File: config.mk
export PLATFORM = sky130hd
export DESIGN_NAME = fifo_wr_arbiter
export DESIGN_NICKNAME = d
export VERILOG_FILES = /design/src/rtl/fifo_arb_pkg.sv /design/src/rtl/rr_arbiter.sv /design/src/rtl/fifo_wr_arbiter.sv
export SDC_FILE = /design/constraint.sdc
export NUM_CORES = 1
export LEC_CHECK = 0
export BUFFER_PORTS_ARGS = -buffer_cell sky130_fd_sc_hd__buf_2
export CAP_MARGIN = 20
export CORE_AREA = 2 2 74 76
export DETAILED_ROUTE_END_ITERATION = 7
export DIE_AREA = 0 0 76 78
export GPL_TIMING_DRIVEN = 0
export HOLD_SLACK_MARGIN = 0.1
export PLACE_DENSITY = 0.69
export SETUP_SLACK_MARGIN = 0.15
export SLEW_MARGIN = 20
export SYNTH_ARGS = -nofsm -noshare
export SYNTH_HDL_FRONTEND = slang
export SYNTH_SLANG_ARGS = --single-unit
File: constraint.sdc
create_clock -name W_CLK -period 4.8 [get_ports W_CLK]
set_input_delay 0.96 -clock W_CLK [delete_from_list [all_inputs] [get_ports W_CLK]]
set_output_delay 0.96 -clock W_CLK [all_outputs]
set_load 0.01 [all_outputs]
File: src/rtl/fifo_arb_pkg.sv
// Shared constants and helpers for the FIFO write-port arbiter.
// Parameter legality and pointer wrap live here so every unit agrees.
package fifo_arb_pkg;

  function automatic int depth_of(int addr_w);
    return 1 << addr_w;
  endfunction

  function automatic int unsigned wrap_inc(int unsigned v,
                                           int unsigned depth);
    return (v + 32'd1 >= depth) ? 32'd0 : v + 32'd1;
  endfunction

  function automatic bit params_ok(int addr_w, int depth, int nreq);
    return (depth == depth_of(addr_w)) && (nreq >= 2) && (nreq <= 8);
  endfunction

endpackage

File: src/rtl/rr_arbiter.sv
// Round-robin one-hot picker with a registered last-winner pointer.
// Search starts one past the last winner and wraps.
module rr_arbiter #(
  parameter int NUM_REQ = 4
) (
  input  logic               clk,
  input  logic               rst,
  input  logic [NUM_REQ-1:0] req,
  input  logic               en,
  output logic [NUM_REQ-1:0] pick
);

  localparam int IW = $clog2(NUM_REQ);

  logic [IW-1:0] last_q;
  logic [IW-1:0] last_d;
  logic [IW-1:0] k;
  logic          found;
  int            idx;

  always_comb begin
    pick   = '0;
    last_d = last_q;
    found  = 1'b0;
    idx    = 0;
    k      = '0;
    for (int i = 1; i <= NUM_REQ; i++) begin
      idx = (int'(last_q) + i) % NUM_REQ;
      k   = IW'(idx);
      if (en && !found && req[k]) begin
        found   = 1'b1;
        pick[k] = 1'b1;
        last_d  = k;
      end
    end
  end

  always_ff @(posedge clk) begin
    if (rst) last_q <= IW'(NUM_REQ - 1);
    else     last_q <= last_d;
  end

endmodule

File: src/rtl/fifo_wr_arbiter.sv
// Shares one memory write port among NUM_REQ producers and owns
// the FIFO pointers; issued counts grants, committed counts writes.
module fifo_wr_arbiter
  import fifo_arb_pkg::*;
#(
  parameter int WIDTH   = 8,
  parameter int ADDRESS = 3,
  parameter int DEPTH   = 8,
  parameter int NUM_REQ = 4
) (
  input  logic                     W_CLK,
  input  logic                     W_RST,
  input  logic [NUM_REQ-1:0]       REQ,
  input  logic [NUM_REQ*WIDTH-1:0] REQ_DATA,
  output logic [NUM_REQ-1:0]       GNT,
  output logic [WIDTH-1:0]         W_DATA,
  output logic                     W_INC,
  output logic [ADDRESS-1:0]       W_ADDR,
  output logic [ADDRESS-1:0]       R_ADDR,
  input  logic                     R_INC,
  output logic                     FULL,
  output logic                     R_EMPTY,
  output logic [ADDRESS:0]         COUNT
);

  localparam int CW = ADDRESS + 1;

  if (!params_ok(ADDRESS, DEPTH, NUM_REQ)) begin : g_bad_params
    $error("fifo_wr_arbiter: illegal ADDRESS/DEPTH/NUM_REQ");
  end

  logic [ADDRESS-1:0] wptr_q, wptr_d;
  logic [ADDRESS-1:0] rptr_q, rptr_d;
  logic [CW-1:0]      issued_q, issued_d;
  logic [CW-1:0]      committed_q, committed_d;
  logic               stg_valid_q, stg_valid_d;
  logic [WIDTH-1:0]   stg_data_q, stg_data_d;
  logic [ADDRESS-1:0] stg_addr_q, stg_addr_d;
  logic [NUM_REQ-1:0] gnt_q, gnt_d;

  logic [NUM_REQ-1:0] pick;
  logic [WIDTH-1:0]   sel_data;
  logic               full;
  logic               pop;
  logic               grant;

  rr_arbiter #(.NUM_REQ(NUM_REQ)) u_rr (
    .clk  (W_CLK),
    .rst  (W_RST),
    .req  (REQ),
    .en   (!full),
    .pick (pick)
  );

  always_comb begin
    full     = (issued_q == CW'(DEPTH));
    pop      = R_INC && (committed_q != '0);
    grant    = |pick;
    sel_data = '0;
    for (int k = 0; k < NUM_REQ; k++) begin
      if (pick[k]) sel_data = REQ_DATA[k*WIDTH +: WIDTH];
    end
    wptr_d      = wptr_q;
    rptr_d      = rptr_q;
    stg_data_d  = stg_data_q;
    stg_addr_d  = stg_addr_q;
    stg_valid_d = grant;
    gnt_d       = pick;
    if (grant) begin
      wptr_d     = ADDRESS'(wrap_inc(32'(wptr_q), DEPTH));
      stg_data_d = sel_data;
      stg_addr_d = wptr_q;
    end
    if (pop) rptr_d = ADDRESS'(wrap_inc(32'(rptr_q), DEPTH));
    // a grant and a pop at one edge cancel in issued
    issued_d    = issued_q + CW'(grant) - CW'(pop);
    committed_d = committed_q + CW'(stg_valid_q) - CW'(pop);
  end

  always_ff @(posedge W_CLK) begin
    if (W_RST) begin
      wptr_q      <= '0;
      rptr_q      <= '0;
      issued_q    <= '0;
      committed_q <= '0;
      stg_valid_q <= 1'b0;
      stg_data_q  <= '0;
      stg_addr_q  <= '0;
      gnt_q       <= '0;
    end else begin
      wptr_q      <= wptr_d;
      rptr_q      <= rptr_d;
      issued_q    <= issued_d;
      committed_q <= committed_d;
      stg_valid_q <= stg_valid_d;
      stg_data_q  <= stg_data_d;
      stg_addr_q  <= stg_addr_d;
      gnt_q       <= gnt_d;
    end
  end

  assign GNT     = gnt_q;
  assign W_INC   = stg_valid_q;
  assign W_DATA  = stg_data_q;
  assign W_ADDR  = stg_addr_q;
  assign R_ADDR  = rptr_q;
  assign FULL    = full;
  assign R_EMPTY = (committed_q == '0);
  assign COUNT   = committed_q;

endmodule

==> impl_metrics.env <==
export IMPL_cp_start_kind="flip-flop"
export IMPL_min_from="W_ADDR[0]"
export IMPL_finalNonFillerCells=364
export IMPL_fin_total_pwr_mw=2.028
export IMPL_cp_slowest_cell="or4_4"
export IMPL_cts_buffers=5
export IMPL_hold_viol_final=0
export IMPL_grt_overflow=0
export IMPL_dpl_hpwl_um=3678
export IMPL_dp_slack_ns=0.4505
export IMPL_initial_core_util_pct=44.22
export IMPL_root_buffer="clkbuf_8"
export IMPL_insertion_delay_ns=0.28
export IMPL_worst_pin_slew_ns=0.5546
export IMPL_antenna_found_initial=0
export IMPL_synth_ff_type="dfxtp_1"
export IMPL_r2r_end="issued_q[2]"
export IMPL_worst_path_largest_cell_delay_ns=0.54
export IMPL_crit_type="reg2reg"
export IMPL_period_needed_ns=4.296
export IMPL_worst_endpoint_arrival_ns=4.45
export IMPL_worstSetupEndpointType="flip-flop"
export IMPL_drtIter0Drc=69
export IMPL_drive_above_1_share_pct=38.10
export IMPL_gr_usage_met2_pct=30.18
export IMPL_netlist_area_mm2=0.002230
export IMPL_grt_max_degree=11
export IMPL_min_to="W_ADDR[0]"
export IMPL_p_clk_share_pct=12.5
export IMPL_max_clock_path_buffers=2
export IMPL_ir_drop_mv=0.2703
export IMPL_post_route_period_util_pct=89.50
export IMPL_viasPerCell=5.080
export IMPL_postSynthCellCount=223
export IMPL_final_area_mm2=0.002743
export IMPL_p_leak_nw=1.282
export IMPL_synthTopCellsByArea="dfxtp_1, ha_1, a2111oi_2, nor2_1, mux4_2"
export IMPL_maxSlewHeadroom_pct=63.03
export IMPL_switching_power_mw=0.8793
export IMPL_yosysSeqAreaShare_pct=28.73
export IMPL_ff_latch_area_um2=640.6
export IMPL_fin_worst_skew_ns=0.008525
export IMPL_fmax_mhz=232.8
export IMPL_rsz0062_at_grt="false"
export IMPL_async_reset_ff_share_pct=0
export IMPL_grt_pass1_vias=1846
export IMPL_p_int_mw=1.148
export IMPL_yosysUniqueCellTypes=53
export IMPL_place_gp_congestion=0.7928
export IMPL_slew_viol_final=0
export IMPL_ios=64
export IMPL_synth_top_area_share_pct=28.73
export IMPL_dieArea_mm2=0.005928
export IMPL_grt_usage_pct=17.00
export IMPL_fillers=459
export IMPL_first_pass_iters=4
export IMPL_netSwitchingFraction_pct=43.37
export IMPL_diodes=0
export IMPL_routed_wl_um=4764
export IMPL_synth_commonest_cells="dfxtp_1, nor2_1, ha_1"
export IMPL_cts_tree="built"
export IMPL_r2r_start="u_rr.last_q[0]"
export IMPL_port_buffers=63
export IMPL_synth_top_cell_by_area="dfxtp_1"
export IMPL_core_mm2=0.005042
export IMPL_cts_sinks=32
export IMPL_finalSetupViolCount=0
export IMPL_ys_seq_elements=32
export IMPL_fin_ws_ns=0.5040
export IMPL_clkTransAtPathRegs_ns=0.07
export IMPL_use_met1_pct=20.52
export IMPL_die_x_um=76
export IMPL_ff2ff_setup_slack_ns=0.50
export IMPL_die_height_um=78
export IMPL_cpMostUsedCell="inv_1"
export IMPL_cp_max_fo=10
export IMPL_whs_path_depth=2
export IMPL_finalSetupTns_ns=0
export IMPL_dp_cells=356
export IMPL_drc=0
export IMPL_critPathTopFamily="adder cells"
export IMPL_vias=1849
export IMPL_seqPwrFrac_pct=21.7
export IMPL_reg2regPathDepth=18
export IMPL_grt_busiest_layer="met2"
export IMPL_syn_nets=284
export IMPL_timing_max_cap_violations=0
export IMPL_crit_chain="buf_6, inv_1, ha_2, mux2_2, or4_4, a21boi_2, a221oi_2, buf_6, nand4_4, buf_12, inv_2, ha_1, inv_1, ha_1, inv_1, fa_1, xor2_1, nor2_1"
export IMPL_rows=26
export IMPL_synth_enable_flop_cells=0
export IMPL_yosysMostFrequentCell="dfxtp_1"
export IMPL_status="complete, no violations"
export IMPL_hold_path_class="reg2reg"
export IMPL_ys_warn_count=0
export IMPL_place_area_mm2=0.002633
export IMPL_multi_input_area_mm2=0.001448
export IMPL_powerDensity_mw_per_mm2=739.3
export IMPL_ant_nets=0
export IMPL_met3_usage_pct=4.419
export IMPL_grt_pass1_wl_um=8328
export IMPL_syn_area_per_cell_um2=9.998
export IMPL_htreeDepth=2
export IMPL_nNetsFinal=354
export IMPL_crit_buf_inv=7
export IMPL_wl_per_cell_um=13.09
export IMPL_area_growth_pct=23.01
export IMPL_worstPathRequired_ns=4.96
export IMPL_power_frac_comb_pct=65.8
-- state kept, by name (all words and copies together) (netlist names) --
register and flops:
W_INC 1, GNT 4, W_DATA 8, R_ADDR 3, W_ADDR 3, u_rr.last_q 2
wptr_q 3, COUNT 4, issued_q 4
-- cells by family after synthesis --
group,Yosys count,share of synthesized area [%]
XOR/XNOR,7,2.750
adder cells (fa/ha/maj),22,13.02
buffers and inverters,27,6.453
flip-flops,32,28.73
multiplexers,14,8.866
AO/OA/AOI/OAI,54,23.06
AND/OR/NAND/NOR,67,17.12
-- worst max path at each step --
stage | endpoint | cells past startpoint | startpoint | slack [ns]
after floorplan | issued_q[2] | 18 | u_rr.last_q[0] | 0.85
after detailed placement | issued_q[2] | 18 | u_rr.last_q[0] | 0.45
after global placement | issued_q[2] | 18 | u_rr.last_q[0] | 0.46
final | issued_q[2] | 18 | u_rr.last_q[0] | 0.50
after global routing | issued_q[2] | 18 | u_rr.last_q[0] | 0.19
after CTS | issued_q[2] | 18 | u_rr.last_q[0] | 0.43
-- cell usage in the layout, fill, tap and decap left out, types with 3 or more instances in the layout --
cell type and n:
a2111oi_2 8, a21o_1 3, clkbuf_1 4, nand2b_1 3
clkbuf_8 5, nor2_1 27, o21bai_1 8, inv_1 15
buf_6 3, buf_2 66, and3_1 3, o22ai_1 8
nand3_1 3, xnor2_1 4, and2b_1 8, xor2_1 3
mux2i_1 7, dfxtp_1 32, ha_1 19, a21oi_1 9
nand2_1 7, mux4_2 4
-- power groups by stage --
stage / combinational (mW) / clock, mW / sequential, mW
2_1_floorplan: 1.04 / 0 / 0.468
3_3_place_gp: 1.32 / 0 / 0.443
3_5_place_dp: 1.34 / 0 / 0.445
4_1_cts: 1.35 / 0.262 / 0.440
5_1_grt: 1.50 / 0.271 / 0.455
6_report: 1.33 / 0.254 / 0.440
-- cell type report --
| type | count | area share [%] |
|---|---|---|
| well taps | 70 | 3.193 |
| inverters | 17 | 2.327 |
| flip-flops and latches | 32 | 23.36 |
| clock buffers | 6 | 2.646 |
| plain buffers | 10 | 2.920 |
| clock inverters | 2 | 1.277 |
| repair buffers | 63 | 11.50 |
| multi-input cells | 164 | 52.78 |
-- timing repair --
action | 4_1_cts | 5_1_grt
endpoints found under the setup margin | 0 | 1
hold buffers | 0 | 0
buffers inserted | 0 | 0
gates resized for setup | 0 | 1
-- layer usage --
layer / vias up / routed length (um) / part of all wire, %
li1: 946 / - / -
met1: 843 / 2171 / 46
met2: 55 / 2238 / 47
met3: 5 / 305 / 6.4
met4: 0 / 49 / 1.0
met5: - / 0 / 0
-- tightest hold or removal path: stages, from the launching register on --
cell and delay, ns:
dfxtp_1 0.33, mux2i_1 0.06, nor2_1 0.07
-- through the flow --
| stage | util, % | hold WS [ns] |
|---|---|---|
| 4_1_cts | 54.34 | 0.5009 |
| 5_1_grt | 54.39 | 0.5327 |
| 3_5_place_dp | 52.21 | 0.4825 |
| 2_1_floorplan | - | 0.4943 |
| 3_3_place_gp | 52.21 | 0.4769 |
| 6_report | 54.39 | 0.4974 |
Note: power is estimated with default switching activity, not from simulation.
